**src/rtl/setuphold_monitor_if.sv**
```systemverilog
// setuphold_monitor_if: monitored inputs and violation reports of setuphold_monitor.
interface setuphold_monitor_if #(
   parameter int N_CH  = 4,
   parameter int CNT_W = 8
);
   logic             en;
   logic             ref_clk;
   logic             mode;
   logic [N_CH-1:0]  data;
   logic             clr_count;
   logic [N_CH-1:0]  setup_viol;
   logic [N_CH-1:0]  hold_viol;
   logic             ntfr;
   logic [CNT_W-1:0] viol_count;
   modport master (
      output en, ref_clk, mode, data, clr_count,
      input  setup_viol, hold_viol, ntfr, viol_count
   );
   modport slave (
      input  en, ref_clk, mode, data, clr_count,
      output setup_viol, hold_viol, ntfr, viol_count
   );
endinterface

```
**src/rtl/setuphold_monitor.sv**
```systemverilog
// setuphold_monitor: clocked multi-channel setup/hold checker against a conditioned reference edge.
module setuphold_monitor #(
   parameter int N_CH     = 4,
   parameter int SETUP    = 2,
   parameter int HOLD     = 2,
   parameter int EDGE_SEL = 0,
   parameter int COND_POL = 1,
   parameter int CNT_W    = 8
) (
   input logic               clk,
   input logic               rst,
   setuphold_monitor_if.slave mon
);
   localparam int AMAX = SETUP > 1 ? SETUP : 1;
   localparam int AW   = $clog2(AMAX + 1);
   localparam int HW   = HOLD > 0 ? $clog2(HOLD + 1) : 1;
   localparam int W    = N_CH + 2;
   logic [W-1:0]              in_w, s_q, p_q;
   logic [N_CH-1:0][AW-1:0]   age_q, age_d;
   logic [HW-1:0]             hw_q, hw_d;
   logic [N_CH-1:0]           chg, sv_d, hv_d, setup_q, hold_q;
   logic                      rise, fall, ev, any_d, ntfr_q;
   logic [CNT_W-1:0]          cnt_q, cnt_d;
   assign in_w = {mon.ref_clk, mon.mode, mon.data};
   // age = cycles since the channel's last sampled change, saturating once it can no longer violate setup
   always_comb begin
      chg  = s_q[N_CH-1:0] ^ p_q[N_CH-1:0];
      rise = s_q[W-1] & ~p_q[W-1];
      fall = ~s_q[W-1] & p_q[W-1];
      ev   = mon.en && (s_q[W-2] == 1'(COND_POL)) &&
             (EDGE_SEL == 2 ? (rise | fall) : EDGE_SEL == 1 ? fall : rise);
      hw_d = !mon.en ? '0 : ev ? HW'(HOLD) : hw_q != '0 ? hw_q - 1'b1 : '0;
      for (int i = 0; i < N_CH; i++) begin
         sv_d[i]  = (SETUP > 0) && ev && (chg[i] || age_q[i] < AW'(SETUP));
         hv_d[i]  = mon.en && !ev && chg[i] && hw_q != '0;
         age_d[i] = chg[i] ? AW'(1) : age_q[i] == AW'(AMAX) ? age_q[i] : age_q[i] + 1'b1;
      end
      any_d = |{sv_d, hv_d};
      cnt_d = mon.clr_count ? '0 : (any_d && !(&cnt_q)) ? cnt_q + 1'b1 : cnt_q;
   end
   always_ff @(posedge clk) begin
      if (rst) begin
         s_q     <= in_w;
         p_q     <= in_w;
         age_q   <= {N_CH{AW'(AMAX)}};
         hw_q    <= '0;
         setup_q <= '0;
         hold_q  <= '0;
         ntfr_q  <= 1'b0;
         cnt_q   <= '0;
      end else begin
         s_q     <= in_w;
         p_q     <= s_q;
         age_q   <= age_d;
         hw_q    <= hw_d;
         setup_q <= sv_d;
         hold_q  <= hv_d;
         ntfr_q  <= ntfr_q ^ any_d;
         cnt_q   <= cnt_d;
      end
   end
   assign mon.setup_viol = setup_q;
   assign mon.hold_viol  = hold_q;
   assign mon.ntfr       = ntfr_q;
   assign mon.viol_count = cnt_q;
endmodule

```
**src/flat_wrapper.sv**
```systemverilog
// flat-port wrapper written by rule: the top's interface ports become plain ports
module setuphold_monitor_flat 
#(
   parameter int N_CH     = 4,
   parameter int SETUP    = 2,
   parameter int HOLD     = 2,
   parameter int EDGE_SEL = 0,
   parameter int COND_POL = 1,
   parameter int CNT_W    = 8
)
  (clk, rst, mon_en, mon_ref_clk, mon_mode, mon_data, mon_clr_count, mon_setup_viol, mon_hold_viol, mon_ntfr, mon_viol_count);
  setuphold_monitor_if #(.N_CH(N_CH), .CNT_W(CNT_W)) mon_i ();
  input logic clk;
  input logic rst;
  input wire logic [$bits(mon_i.en)-1:0] mon_en;
  input wire logic [$bits(mon_i.ref_clk)-1:0] mon_ref_clk;
  input wire logic [$bits(mon_i.mode)-1:0] mon_mode;
  input wire logic [$bits(mon_i.data)-1:0] mon_data;
  input wire logic [$bits(mon_i.clr_count)-1:0] mon_clr_count;
  output wire logic [$bits(mon_i.setup_viol)-1:0] mon_setup_viol;
  output wire logic [$bits(mon_i.hold_viol)-1:0] mon_hold_viol;
  output wire logic [$bits(mon_i.ntfr)-1:0] mon_ntfr;
  output wire logic [$bits(mon_i.viol_count)-1:0] mon_viol_count;
  assign mon_i.en = mon_en;
  assign mon_i.ref_clk = mon_ref_clk;
  assign mon_i.mode = mon_mode;
  assign mon_i.data = mon_data;
  assign mon_i.clr_count = mon_clr_count;
  assign mon_setup_viol = mon_i.setup_viol;
  assign mon_hold_viol = mon_i.hold_viol;
  assign mon_ntfr = mon_i.ntfr;
  assign mon_viol_count = mon_i.viol_count;
  setuphold_monitor #(.N_CH(N_CH), .SETUP(SETUP), .HOLD(HOLD), .EDGE_SEL(EDGE_SEL), .COND_POL(COND_POL), .CNT_W(CNT_W)) u_core (.clk(clk), .rst(rst), .mon(mon_i));
endmodule
```
**config.mk**
```make
export PLATFORM = sky130hd
export DESIGN_NAME = setuphold_monitor_flat
export DESIGN_NICKNAME = d
export VERILOG_FILES = /design/src/rtl/setuphold_monitor_if.sv /design/src/rtl/setuphold_monitor.sv /design/src/flat_wrapper.sv
export SDC_FILE = /design/constraint.sdc
export NUM_CORES = 1
export LEC_CHECK = 0
export CORE_MARGIN = 3
export CORE_UTILIZATION = 45
export DETAILED_ROUTE_END_ITERATION = 12
export PLACE_DENSITY = 0.8
export SYNTH_ARGS = -nofsm -noshare
export SYNTH_HDL_FRONTEND = slang
export SYNTH_SLANG_ARGS = --single-unit
```
**constraint.sdc**
```tcl
create_clock -name clk -period 1.6 [get_ports clk]
set_input_delay 0.24 -clock clk [delete_from_list [all_inputs] [get_ports clk]]
set_output_delay 0.24 -clock clk [all_outputs]
set_load 0.02 [all_outputs]
```
==> run metrics, run 1 <==
R2R cell count=6; vias per cell=5.079; placed cell count=221; utilization of the core after routing=0.6346; drt drc=0; Peak supply drop=0.6545 mV; first-pass GRT wire length=5.023 mm; fin crit period=1.526 ns; Endpoint, Worst Hold=u_core.s_q[4]; Reg-to-Reg Start=u_core.mon.viol_count[0]; Worst path slowest cell=a2111oi_4; total CTS buffers=5; Cell Area, Synth=1474 sq um; clk sinks=38; outcome=completed; worst path bufs/invs=0; Seq/Total Area, Yosys=0.5161; Storage cell area=760.7 sq um; Slew headroom=0.7934; number of synthesized flops with an enable pin=0; CP cell instances=ha_1 > nand3_1 > o221ai_4 > a2111oi_4 > xnor2_1 > nor3_2; area of the multi-input gates=700.7 sq um; gpl congestion=0.7886; post-synth cell types=35; initial antenna violation count=0; Critical Path AT=1.77 ns; maxcap violations=0; Mapped Nets=157; post-synthesis mux area share=0.04499; unrepaired setup endpoints after global routing=true; DRT Pass-1 Iters=4; maximum clock path buffer count=2; starting density of the core=0.4789; crit path kind=flip-flop to flip-flop; Post-DP HPWL=2.207 mm; Startpoint Class=flip-flop; HP Class=primary input to flip-flop; Core Box Area=3078 sq um; Post-Syn Instances=142; Area contributors post-synth=dfxtp_1, xnor2_1, ha_1; DR WL/cell=12.95 um; Buffers on Ports=26; post-synthesis compound-gate area fraction=0.1375; number of global-route vias before repair=1,147; synth-to-layout area growth=32.51%; Max Clock Skew=0.01557 ns; Leak Pwr=0.8243 nW; CTS Root Cell=clkbuf_4; post-route non-filler standard cell count=229; fin. max-slew vios=0; slowest stage delay, CP=0.35 ns; pin count of the biggest net entering global routing=12; ANT cells=0; Async S/R FF share, synth=0; crit-path max FO=3; Cell Pwr Density=1001 nW/um^2; GRT overflow=0; CP delay by family, top=compound AO/OA/AOI/OAI gates; Final ANT Viol Nets=0; Worst R2R End=u_core.mon.viol_count[5]; leading area contributor after synthesis=dfxtp_1; count leader, synth=dfxtp_1; Die Y-Extent=63.23 um; share of cells above drive strength 1=0.1784; Synth top cells by count=dfxtp_1, a21oi_1, nor2_1, nand2_1, xnor2_1; die area=3998 sq um; Post-Synth Simple-Gate Area=0.1647; Hold Crit Start=mon_mode; Layout Nets=199; Post-CTS Setup Inserts=0; worst reg2reg setup slack=0.07 ns; synth warn=0; worst slew pin tran=0.3080 ns; Crit. End Element=flip-flop; PnR Total Power=1.956 mW; most used flip-flop cell after synthesis=dfxtp_1; Tcrit/Tclk final=0.9535; Reg clk slew, reported paths=0.11 ns; largest family of logic cells by synthesized area=simple AND/OR/NAND/NOR gates; drt first-iter violations=34; # rows=20; I/O pin total=27; Clock Latency Late Sink=0.34 ns; GRT Overall Usage=0.1662; Final setup viols=0; Yosys reg bits=38; critical path data required time=1.84 ns; Synth top area share=0.5161; H-tree level count=2; Fmax achieved=655.5 MHz; vias after detailed routing=1,163; number of cells on the worst hold path=1; XOR/XNOR Fraction of Synth Area=0.07131; Hold Fails Final Rpt=0; Synth Area in Adders=0.04244; mean post-synth cell area=10.38 sq um; Die Wd=63.23 um; CTS tree=built; Total Routed Length=2.966 mm; FILL cells=253
[state kept, by name, summed over array words and instances, names as in the netlist]
name,count
u_core.mon.viol_count,8
u_core.mon.setup_viol,4
u_core.mon.hold_viol,4
u_core.age_q,8
u_core.p_q,5
u_core.s_q,6
u_core.mon.ntfr,1
u_core.hw_q,2
[worst max-delay path by stage]
stage / startpoint / end / depth (start not counted)
3_3_place_gp: mon_en / u_core.mon.viol_count[5] / 5
2_1_floorplan: u_core.mon.viol_count[0] / u_core.mon.viol_count[5] / 6
6_report: u_core.mon.viol_count[0] / u_core.mon.viol_count[5] / 6
3_5_place_dp: mon_en / u_core.mon.viol_count[6] / 6
5_1_grt: u_core.s_q[1] / u_core.mon.viol_count[6] / 5
4_1_cts: u_core.mon.ntfr / mon_ntfr / 1
[kinds of logic (layout without fill, tap and decap cells)]
group / Yosys count / in the layout
xor+xnor: 12 / 12
mux: 6 / 6
compound gates: 29 / 29
flops: 38 / 38
fa+ha+maj: 5 / 5
buf+inv: 8 / 51
simple gates: 44 / 44
[cells in the final DEF, fill, tap and decap left out, types with 2 or more instances in the layout]
cell and n:
inv_1 5, nand3_1 4, nor3_1 4, nand4_1 5, nor2_1 11, a21o_1 4, mux2_2 5, o21ai_1 2
buf_4 12, dlygate4sd2_1 8, clkdlybuf4s50_1 17, clkbuf_1 2, a21oi_1 12, ha_1 5, clkbuf_4 5, xor2_1 4
o21ai_0 5, dfxtp_1 38, xnor2_1 8, nand2_1 7
[final cells by class]
cell class	instances	share of cell area
clock buffers	7	0.02306
clock inverters	1	0.01537
inverters	5	0.009609
multi-input cells	96	0.3587
flip-flops and latches	38	0.3895
well taps	44	0.02819
repair buffers	38	0.1755
[per-layer routing]
layer	share of wire	vias up	GRT usage
met5	0	-	0
met4	0.034	0	0.1159
met3	0.036	11	0.04991
met2	0.50	26	0.2833
met1	0.43	535	0.1741
li1	-	591	-
[per-stage QoR]
stage	TNS, ns	hold WS, ns	cell area (sq um)	setup WS (ns)
final	0	0.3526	1953	0.07441
after global routing	-0.05120	0.3305	1953	-0.02452
after CTS	0	0.3326	1929	0.01917
after detailed placement	-0.04015	0.4430	1864	-0.01931
after global placement	0	0.4191	1864	0.03608
after floorplan	0	0.2677	1474	0.007053
[worst register-to-register path, stage by stage, from the launching register on]
cell	delay, ns
dfxtp_1	0.32
ha_1	0.21
nand3_1	0.17
o221ai_4	0.15
a2111oi_4	0.35
xnor2_1	0.18
nor3_2	0.05
[where the power goes]
| group | switching (mW) | internal [mW] |
|---|---|---|
| registers | 0.0381 | 1.00 |
| clock network | 0.297 | 0.332 |
| logic | 0.139 | 0.147 |
| total | 0.474 | 1.48 |
[what timing repair did]
action,in CTS,in global routing
resized for setup,8,5
endpoints found under the setup margin,8,6
pin swaps,0,0
hold buffers,0,0
No activity file was read; power rests on OpenSTA's default activity.
==> inputs of run 2 (changes only) <==
--- a/config.mk
+++ b/config.mk
@@ -5,6 +5,7 @@
 export SDC_FILE = /design/constraint.sdc
 export NUM_CORES = 1
 export LEC_CHECK = 0
+export CAP_MARGIN = 30
 export CORE_MARGIN = 3
 export CORE_UTILIZATION = 45
 export DETAILED_ROUTE_END_ITERATION = 12
==> results of run 2 <==
The final DEF is identical to that of run 1; final timing and power are the same.
